`src/rtl/cordic_pol2cart_if.sv`:
```
// Streaming polar-in / cartesian-out bundle for cordic_pol2cart.
// The source drives r/theta/ctrl_in, and the CORDIC returns x/y/ctrl_out.
interface cordic_pol2cart_if #(
  parameter int ITERATIONS = 7,
  parameter int DATA_WIDTH = 16,
  parameter int CTRL_WIDTH = 1
);
  logic signed [DATA_WIDTH-1:0] r;
  logic        [ITERATIONS:0]   theta;
  logic        [CTRL_WIDTH-1:0] ctrl_in;
  logic signed [DATA_WIDTH+1:0] x;
  logic signed [DATA_WIDTH+1:0] y;
  logic        [CTRL_WIDTH-1:0] ctrl_out;

  modport master (output r, theta, ctrl_in, input x, y, ctrl_out);
  modport slave  (input r, theta, ctrl_in, output x, y, ctrl_out);
endinterface

```
`src/rtl/cordic_pol2cart.sv`:
```
// Pipelined rotation-mode CORDIC, polar (r, theta) to cartesian (x, y), fixed latency ITERATIONS+3.
// The arctangent table and 1/K constant are tabulated for the default ITERATIONS = 7 (16-bit angle scale).
module cordic_pol2cart #(
  parameter int ITERATIONS           = 7,
  parameter int DATA_WIDTH           = 16,
  parameter int CTRL_WIDTH           = 1,
  parameter int COMPENSATION_SCALING = 1
) (
  input  logic             clk,
  input  logic             rst_n,
  cordic_pol2cart_if.slave io
);

  localparam int N    = ITERATIONS + 1;
  localparam int Q    = 1 << (N - 2);
  localparam int XW   = DATA_WIDTH + 2;
  localparam int ZW   = N + 9;
  localparam int LAT  = ITERATIONS + 3;
  localparam int PW   = XW + 17;
  localparam int KINV = 39797;
  localparam logic signed [PW-1:0] KINV_S = PW'(KINV);

  // atan(2^-i) in units of 2*pi / 2^(N+8), rounded to nearest
  function automatic logic signed [ZW-1:0] atan_lut(input int idx);
    case (idx)
      0:       atan_lut = ZW'(8192);
      1:       atan_lut = ZW'(4836);
      2:       atan_lut = ZW'(2555);
      3:       atan_lut = ZW'(1297);
      4:       atan_lut = ZW'(651);
      5:       atan_lut = ZW'(326);
      6:       atan_lut = ZW'(163);
      default: atan_lut = '0;
    endcase
  endfunction

  logic signed [DATA_WIDTH-1:0] r_d, r_q;
  logic        [N-1:0]          theta_d, theta_q;
  logic signed [XW-1:0]         xs_d [0:ITERATIONS];
  logic signed [XW-1:0]         xs_q [0:ITERATIONS];
  logic signed [XW-1:0]         ys_d [0:ITERATIONS];
  logic signed [XW-1:0]         ys_q [0:ITERATIONS];
  logic signed [ZW-1:0]         zs_d [0:ITERATIONS-1];
  logic signed [ZW-1:0]         zs_q [0:ITERATIONS-1];
  logic signed [XW-1:0]         x_d, x_q, y_d, y_q;
  logic        [CTRL_WIDTH-1:0] ctrl_d [0:LAT-1];
  logic        [CTRL_WIDTH-1:0] ctrl_q [0:LAT-1];

  logic        [1:0]    quad;
  logic signed [N-1:0]  res;
  logic signed [XW-1:0] r_ext;
  logic signed [PW-1:0] prod_x, prod_y;

  always_comb begin
    r_d     = io.r;
    theta_d = io.theta;

    // Rounding theta by half a quadrant keeps the residual angle within +/-45 degrees
    quad  = 2'((theta_q + N'(Q / 2)) >> (N - 2));
    res   = theta_q - {quad, {(N - 2){1'b0}}};
    r_ext = XW'(r_q);
    case (quad)
      2'd0:    begin xs_d[0] = r_ext;  ys_d[0] = '0;     end
      2'd1:    begin xs_d[0] = '0;     ys_d[0] = r_ext;  end
      2'd2:    begin xs_d[0] = -r_ext; ys_d[0] = '0;     end
      default: begin xs_d[0] = '0;     ys_d[0] = -r_ext; end
    endcase
    zs_d[0] = ZW'(res) <<< 8;

    for (int i = 0; i < ITERATIONS; i++) begin
      if (zs_q[i][ZW-1]) begin
        xs_d[i+1] = xs_q[i] + (ys_q[i] >>> i);
        ys_d[i+1] = ys_q[i] - (xs_q[i] >>> i);
      end else begin
        xs_d[i+1] = xs_q[i] - (ys_q[i] >>> i);
        ys_d[i+1] = ys_q[i] + (xs_q[i] >>> i);
      end
    end
    for (int i = 0; i < ITERATIONS - 1; i++) begin
      zs_d[i+1] = zs_q[i][ZW-1] ? zs_q[i] + atan_lut(i) : zs_q[i] - atan_lut(i);
    end

    prod_x = PW'(xs_q[ITERATIONS]) * KINV_S;
    prod_y = PW'(ys_q[ITERATIONS]) * KINV_S;
    if (COMPENSATION_SCALING != 0) begin
      x_d = XW'(prod_x >>> 16);
      y_d = XW'(prod_y >>> 16);
    end else begin
      x_d = xs_q[ITERATIONS];
      y_d = ys_q[ITERATIONS];
    end

    ctrl_d[0] = io.ctrl_in;
    for (int k = 1; k < LAT; k++) begin
      ctrl_d[k] = ctrl_q[k-1];
    end
  end

  always_ff @(posedge clk or negedge rst_n) begin
    if (!rst_n) begin
      r_q     <= '0;
      theta_q <= '0;
      x_q     <= '0;
      y_q     <= '0;
      for (int i = 0; i <= ITERATIONS; i++) begin
        xs_q[i] <= '0;
        ys_q[i] <= '0;
      end
      for (int i = 0; i < ITERATIONS; i++) begin
        zs_q[i] <= '0;
      end
      for (int k = 0; k < LAT; k++) begin
        ctrl_q[k] <= '0;
      end
    end else begin
      r_q     <= r_d;
      theta_q <= theta_d;
      x_q     <= x_d;
      y_q     <= y_d;
      xs_q    <= xs_d;
      ys_q    <= ys_d;
      zs_q    <= zs_d;
      ctrl_q  <= ctrl_d;
    end
  end

  assign io.x        = x_q;
  assign io.y        = y_q;
  assign io.ctrl_out = ctrl_q[LAT-1];

endmodule
```
`src/flat_wrapper.sv`:
```
// flat-port wrapper written by rule: the top's interface ports become plain ports
module cordic_pol2cart_flat 
#(
  parameter int ITERATIONS           = 7,
  parameter int DATA_WIDTH           = 16,
  parameter int CTRL_WIDTH           = 1,
  parameter int COMPENSATION_SCALING = 1
)
  (clk, rst_n, io_r, io_theta, io_ctrl_in, io_x, io_y, io_ctrl_out);
  cordic_pol2cart_if #(.ITERATIONS(ITERATIONS), .DATA_WIDTH(DATA_WIDTH), .CTRL_WIDTH(CTRL_WIDTH)) io_i ();
  input  logic clk;
  input  logic rst_n;
  input wire logic [$bits(io_i.r)-1:0] io_r;
  input wire logic [$bits(io_i.theta)-1:0] io_theta;
  input wire logic [$bits(io_i.ctrl_in)-1:0] io_ctrl_in;
  output wire logic [$bits(io_i.x)-1:0] io_x;
  output wire logic [$bits(io_i.y)-1:0] io_y;
  output wire logic [$bits(io_i.ctrl_out)-1:0] io_ctrl_out;
  assign io_i.r = io_r;
  assign io_i.theta = io_theta;
  assign io_i.ctrl_in = io_ctrl_in;
  assign io_x = io_i.x;
  assign io_y = io_i.y;
  assign io_ctrl_out = io_i.ctrl_out;
  cordic_pol2cart #(.ITERATIONS(ITERATIONS), .DATA_WIDTH(DATA_WIDTH), .CTRL_WIDTH(CTRL_WIDTH), .COMPENSATION_SCALING(COMPENSATION_SCALING)) u_core (.clk(clk), .rst_n(rst_n), .io(io_i));
endmodule
```
`config.mk`:
```
export PLATFORM = sky130hd
export DESIGN_NAME = cordic_pol2cart_flat
export DESIGN_NICKNAME = d
export VERILOG_FILES = /design/src/rtl/cordic_pol2cart_if.sv /design/src/rtl/cordic_pol2cart.sv /design/src/flat_wrapper.sv
export SDC_FILE = /design/constraint.sdc
export NUM_CORES = 2
export LEC_CHECK = 0
export BUFFER_PORTS_ARGS = -buffer_cell sky130_fd_sc_hd__buf_4
export CELL_PAD_IN_SITES_DETAIL_PLACEMENT = 1
export CELL_PAD_IN_SITES_GLOBAL_PLACEMENT = 1
export CORE_MARGIN = 3
export CORE_UTILIZATION = 35
export DETAILED_ROUTE_END_ITERATION = 10
export HOLD_SLACK_MARGIN = 0.12
export PLACE_DENSITY = 0.64
export SLEW_MARGIN = 5
export SYNTH_ARGS = -nofsm -noshare
export SYNTH_HDL_FRONTEND = slang
export SYNTH_SLANG_ARGS = --single-unit
export TNS_END_PERCENT = 10
```
`constraint.sdc`:
```
create_clock -name clk -period 6.7 [get_ports clk]
set_input_delay 0.67 -clock clk [delete_from_list [all_inputs] [get_ports clk]]
set_output_delay 0.67 -clock clk [all_outputs]
set_load 0.1 [all_outputs]
```
## Word-level counts from Yosys, hierarchy flattened

Index checks and enable logic that the tools add are counted.

| word-level totals | value |
|---|---|
| bits in registers | 468 |
| bits in latches | 0 |
| memory bits (writable) | 0 |
| ROM bits | 0 |
| bits of input ports | 27 |
| output and inout port bits | 37 |
| word-level logic and storage cells | 107 |
| memories kept | 0 |

| operators by class | value |
|---|---|
| add/sub/neg operators | 42 |
| multipliers | 2 |
| divide/modulo/power cells | 0 |
| order comparisons | 0 |
| equal/unequal tests | 2 |
| shifts and indexed selects | 0 |
| multiplexer cells | 22 |
| bitwise gates (word level) | 0 |
| reduce and logical (&&, ||, !) cells | 2 |

Operators with widths:

| kind | count |
|---|---|
| $mux 18 | 14 |
| $mux 17 | 6 |
| $pmux 18 s2 | 2 |
| $mul 18x17->34 const B | 2 |
| $add 18x12->18 | 2 |
| $add 18x13->18 | 2 |
| $add 18x14->18 | 2 |
| $add 18x15->18 | 2 |
| $add 18x16->18 | 2 |
| $add 18x17->18 | 2 |
| $sub 18x12->18 | 2 |
| $sub 18x13->18 | 2 |
| $sub 18x14->18 | 2 |
| $sub 18x15->18 | 2 |
| $sub 18x16->18 | 2 |
| $sub 18x17->18 | 2 |
| $sub 18x18->18 | 2 |
| $add 18x18->18 | 1 |
| $neg 16->18 | 1 |
| $add 16x15->17 const B | 1 |
| $add 17x10->17 const B | 1 |
| $add 17x11->17 const B | 1 |
| $add 17x12->17 const B | 1 |
| $add 17x13->17 const B | 1 |
| other kinds (13) | 13 |

## Logic depth before layout (Yosys ltp)

| depth | value |
|---|---|
| depth after elaboration | 4 |
| gate-level depth with buffers | 22 |

## Least setup slack after synthesis

Ideal clock, no wire load.

| timing path | value |
|---|---|
| path type | reg2reg |
| start point | register u_core.xs_q[6] in the netlist's numbering |
| end point | register u_core.x_q[17], in the netlist u_core.io.x[17] |
| setup time | 0.079 ns |
| arrival time | 5.459 ns |
| setup slack | 1.162 ns |
| stages on the path, launching flop included | 20 |
| buffers on the path | 0 |
| cell sequence | dfrtp_1 > ha_1 > inv_1 > fa_1 > fa_1 > fa_1 > inv_1 > fa_1 > inv_1 > fa_1 > inv_1 > ha_1 > a221o_1 > nor3b_1 > a21o_1 > a22oi_2 > o2111ai_1 > a211oi_1 > o41ai_1 > xor2_1 |

| on the way | value |
|---|---|
| longest elaborated chain between the ends | 1 |

RTL lines:

| what | RTL line | text |
|---|---|---|
| from (decl) | cordic_pol2cart.sv:40 | `logic signed [XW-1:0] xs_q [0:ITERATIONS];` |
| from (signal assigned) | cordic_pol2cart.sv:120 | `xs_q <= xs_d;` |
| $mul 18x17->34 | cordic_pol2cart.sv:83 | `prod_x = PW'(xs_q[ITERATIONS]) * KINV_S;` |
| net u_core.prod_x[33] | cordic_pol2cart.sv:52 | `logic signed [PW-1:0] prod_x, prod_y;` |
| to (signal assigned) | cordic_pol2cart.sv:103 | `x_q <= '0;` |
| to (signal assigned) | cordic_pol2cart.sv:118 | `x_q <= x_d;` |
| to (decl) | cordic_pol2cart.sv:45 | `logic signed [XW-1:0] x_d, x_q, y_d, y_q;` |

The timed path passes the listed nets, and every way through them passes these cells.

## Final worst setup path

| timing path | value |
|---|---|
| start point | register u_core.ys_q[8] in the netlist's numbering |
| end point | register u_core.y_q[17], in the netlist u_core.io.y[17] |

| on the way | value |
|---|---|
| longest elaborated chain between the ends | 1 |

RTL lines:

| what | RTL line | text |
|---|---|---|
| from (decl) | cordic_pol2cart.sv:42 | `logic signed [XW-1:0] ys_q [0:ITERATIONS];` |
| from (signal assigned) | cordic_pol2cart.sv:121 | `ys_q <= ys_d;` |
| $mul 18x17->34 | cordic_pol2cart.sv:84 | `prod_y = PW'(ys_q[ITERATIONS]) * KINV_S;` |
| net u_core.prod_y[33] | cordic_pol2cart.sv:52 |  |
| to (signal assigned) | cordic_pol2cart.sv:119 | `y_q <= y_d;` |
| to (decl) | cordic_pol2cart.sv:45 |  |

The timed path passes the listed nets, and every way through them passes these cells.

==> out/summary.md <==
The run finished with clean final reports. The die is 345 µm tall. The cell area that synthesis handed to floorplanning was 40,300 µm². For the sum of overflow across all layers after global routing, the log shows 0. In this run the remaining antenna-violating nets after routing total 0. After synthesis, the netlist uses 76 different library cells. The run gives 144 as the largest net degree at the start of global routing. The type of origin of the critical path is a register. In this run, synthesis produced a sequential element count of 435. Setup violations remaining at the end of the flow were counted as 0.

The worst reg2reg path depth came out at 20. Compared with the post-synthesis result, the final layout area differs by 11.3%. The main combinational cell family by area after synthesis was adder cells. Area of the die: 119,000 µm². For this run, the top clock speed supported by timing is 161 MHz. The startpoint identified for the worst hold timing path is u_core.zs_q[110]$_DFF_PN0_. Number of synthesized flops with an enable pin: 0.

For the final net count, the log shows 5,222. The post-layout minimum cycle time is 6.21 ns, and the parity-gate share of the synthesized area counting xor and xnor cells is 9.90%. At the worst endpoint, the arrival time is 6.77 ns.

The width of the die was 345 µm. Net count of the mapped netlist: 5,104. Endpoint of the worst-slack reg-to-reg timing path: u_core.io.y[17]$_DFF_PN0_. The H-tree generated during clock tree synthesis spans 2 levels. For this block, the via count after detailed routing is 28,400. Sequential cells were found to cover 27.0% of the synthesized design area.

The arithmetic-cell share of the synthesized area counting full adders, half adders and majority gates was 33.4%; the first-pass iteration count of the detailed router was 4. sky130_fd_sc_hd__dfrtp_1 takes more of the synthesized area than any other cell. The top-level I/O count is 64, and the via density per instance is 4.86.

Max-cap violations in this run came to 0. The min-delay analysis places its worst path in the category reg -> reg. The sum of routed wire length over all layers was 93,800 µm. The final worst hold slack is 0.342 ns, and the internal reg-to-reg setup slack is 0.49 ns. The Yosys step of the flow raised 0 warnings. The initial utilization of the core area, before any placement, comes to 35.6%.

The tools report the hold violation count in the final report as 0. For the initial antenna violation count, the log shows 0. The most used flip-flop cell after synthesis is sky130_fd_sc_hd__dfrtp_1. The max-slew violation total from the final report is 0, and the first-pass GRT wire length is 161,000 µm.

Summing the areas of all compound-gate instances in the mapped netlist gives 12.6% of the synthesized area. Measured against its own limit, the worst slew margin works out to 15.7%. The HPWL after detailed placement is 77,300 µm.

In this run the deepest clock path goes through 3 buffers. The required time of the worst setup path came out at 7.27 ns. Setup repair after global routing left no endpoint under its margin. The floorplan step defined a core boundary enclosing 113,000 µm². The final non-filler cell total came out at 5,839. The path with the worst hold slack has its endpoint at u_core.zs_q[93]$_DFF_PN0_. The post-synthesis mux area share was 0.742%; the total number of clock tree sinks was 435.

For the number of DRC markers after the initial detailed-route iteration, the log shows 709. The area share of the largest cell type after synthesis works out to 27.0%. Synthesis produced a netlist whose cell count is 4,173. The worst register-to-register path begins at u_core.ys_q[8]$_DFF_PN0_.

After clock tree synthesis, the clock-pin slew on the worst setup and hold paths is 0.06 ns. The tools report the kind of end point of the critical path as a register. For this run, asynchronously set or reset flops after synthesis account for 100%. The synthesized netlist devotes 9.46% of its cell area to simple gates. The measured slew at the worst slew-check pin was 1.25 ns.

The number of resized instances in the post-cts repair step is 0, and the average cell area after synthesis is 9.66 µm². The fraction of final layout cells sized beyond drive strength 1 is 5.14%, and the total CTS buffers is 58. TritonCTS built the clock tree. Sorting the synthesized cells by area gives the leading types as sky130_fd_sc_hd__dfrtp_1 27%, sky130_fd_sc_hd__ha_1 19%, sky130_fd_sc_hd__fa_1 14%.

The master cell of the clock root buffer is sky130_fd_sc_hd__clkbuf_16. After detailed placement, the design holds a cell count of 5,705. The worst hold path passes through 0 cells. The peak fanout along the critical path was 6. Port buffering added 63 buffers.

In the routed design, unresolved DRC markers number 0. The number of fillers in the final layout was 12,900; the routed length per instance was 16.1 µm. Routability-driven placement finished with a final weighted congestion of 0.850. Row generation in the floorplan step produced 123 rows.

Critical path class: reg -> reg. For the final routed database, the setup TNS stands at 0 ns. The run gives 0 as the post-CTS setup-driven buffer insertion count. The tools report the later-pin clock latency in the skew report as 0.68 ns. The aggregate global-route resource usage came out at 16.1%. The clock arrives with 0.0398 ns of skew. The number of antenna diodes in the final layout is 0. The final cycle utilization of the critical path works out to 92.6%.

Buffers inserted to repair hold after CTS numbered 26. The via count of the first global-routing pass is 31,700.
registers in the layout, summed over array words and instances (netlist names):
name	count
u_core.xs_q	143
u_core.ctrl_d	9
u_core.io.ctrl_out	1
u_core.ys_q	144
u_core.io.y	18
u_core.zs_q	78
u_core.theta_q	8
u_core.io.x	18
u_core.r_q	16
cell usage in the layout (no fill, tap or decap), types with 85 or more instances in the layout:
master                    instances
sky130_fd_sc_hd__xor2_1         165
sky130_fd_sc_hd__nor2_1         264
sky130_fd_sc_hd__ha_1           614
sky130_fd_sc_hd__nand2_1        114
sky130_fd_sc_hd__nor3_1         119
sky130_fd_sc_hd__a21o_1          85
sky130_fd_sc_hd__o21ai_0        149
sky130_fd_sc_hd__inv_1          688
sky130_fd_sc_hd__xnor2_1        291
sky130_fd_sc_hd__a21oi_1        326
sky130_fd_sc_hd__fa_1           290
sky130_fd_sc_hd__dfrtp_1        435
final cells by class:
class	count	area, µm²	area share, %
Multi-Input combinational cell	3002	26700	59.4
Clock buffer	80	1650	3.68
Timing Repair Buffer	106	893	1.99
Tap cell	1500	1880	4.18
Sequential cell	435	10900	24.2
Clock inverter	28	332	0.738
Inverter	688	2580	5.75
how the worst max path moves through the flow:
stage                                endpoint                      from  slack, ns  cells after the start
floorplan           u_core.io.x[17]$_DFF_PN0_  u_core.xs_q[6]$_DFF_PN0_       1.16                     19
global placement    u_core.io.y[16]$_DFF_PN0_  u_core.ys_q[8]$_DFF_PN0_       0.59                     20
detailed placement  u_core.io.y[16]$_DFF_PN0_  u_core.ys_q[8]$_DFF_PN0_       0.46                     20
CTS                 u_core.io.y[17]$_DFF_PN0_  u_core.ys_q[8]$_DFF_PN0_       0.44                     20
global route        u_core.io.y[17]$_DFF_PN0_  u_core.ys_q[8]$_DFF_PN0_       0.09                     20
finish              u_core.io.y[17]$_DFF_PN0_  u_core.ys_q[8]$_DFF_PN0_       0.49                     20
synthesized netlist by cell type, types with 51 or more instances:
master,count
sky130_fd_sc_hd__nor2_1,264
sky130_fd_sc_hd__a21o_1,85
sky130_fd_sc_hd__o21ai_0,149
sky130_fd_sc_hd__ha_1,614
sky130_fd_sc_hd__nor2b_1,75
sky130_fd_sc_hd__nor3_1,119
sky130_fd_sc_hd__xor2_1,165
sky130_fd_sc_hd__nand3_1,51
sky130_fd_sc_hd__nand2_1,114
sky130_fd_sc_hd__fa_1,290
sky130_fd_sc_hd__xnor2_1,291
sky130_fd_sc_hd__inv_1,688
sky130_fd_sc_hd__dfrtp_1,435
sky130_fd_sc_hd__a21oi_1,326
kinds of logic after synthesis:
kind of cell | Yosys count
compound gates | 825
mux | 29
other cells | 1
xor+xnor | 456
buf+inv | 736
simple gates | 787
flops | 435
fa+ha+maj | 904
stage by stage:
| step | cell area [µm²] | setup slack [ns] | util, % |
|---|---|---|---|
| 2_1_floorplan | 40300 | 1.16 | - |
| 3_3_place_gp | 42700 | 0.595 | 37.6 |
| 3_5_place_dp | 42700 | 0.456 | 37.6 |
| 4_1_cts | 44900 | 0.438 | 39.6 |
| 5_1_grt | 44900 | 0.0865 | 39.6 |
| 6_report | 44900 | 0.493 | 39.6 |
metal layers:
metal	up-vias	part of all wire, %	GRT usage (%)
met5	-	0	0
met4	0	2.8	4.41
met3	133	2.1	2.04
met2	199	54	31.5
met1	13900	41	18.2
li1	14100	-	-
worst max-delay path, stage by stage (launching register included):
cell and delay (ns):
sky130_fd_sc_hd__dfrtp_1 0.49, sky130_fd_sc_hd__ha_1 0.40, sky130_fd_sc_hd__inv_1 0.07, sky130_fd_sc_hd__fa_1 0.46
sky130_fd_sc_hd__fa_1 0.52, sky130_fd_sc_hd__inv_1 0.06, sky130_fd_sc_hd__fa_1 0.50, sky130_fd_sc_hd__fa_1 0.50
sky130_fd_sc_hd__inv_1 0.05, sky130_fd_sc_hd__fa_1 0.47, sky130_fd_sc_hd__inv_1 0.04, sky130_fd_sc_hd__ha_1 0.30
sky130_fd_sc_hd__a211o_1 0.27, sky130_fd_sc_hd__a31oi_1 0.14, sky130_fd_sc_hd__o21ai_1 0.12, sky130_fd_sc_hd__o311ai_1 0.54
sky130_fd_sc_hd__o22ai_2 0.25, sky130_fd_sc_hd__a21o_1 0.26, sky130_fd_sc_hd__a21oi_1 0.34, sky130_fd_sc_hd__nor3_1 0.10
sky130_fd_sc_hd__a311oi_1 0.20
Power is left out: the tool's default activity adds up to more than one toggle a clock period on the data nets, which glitch-free logic cannot reach.
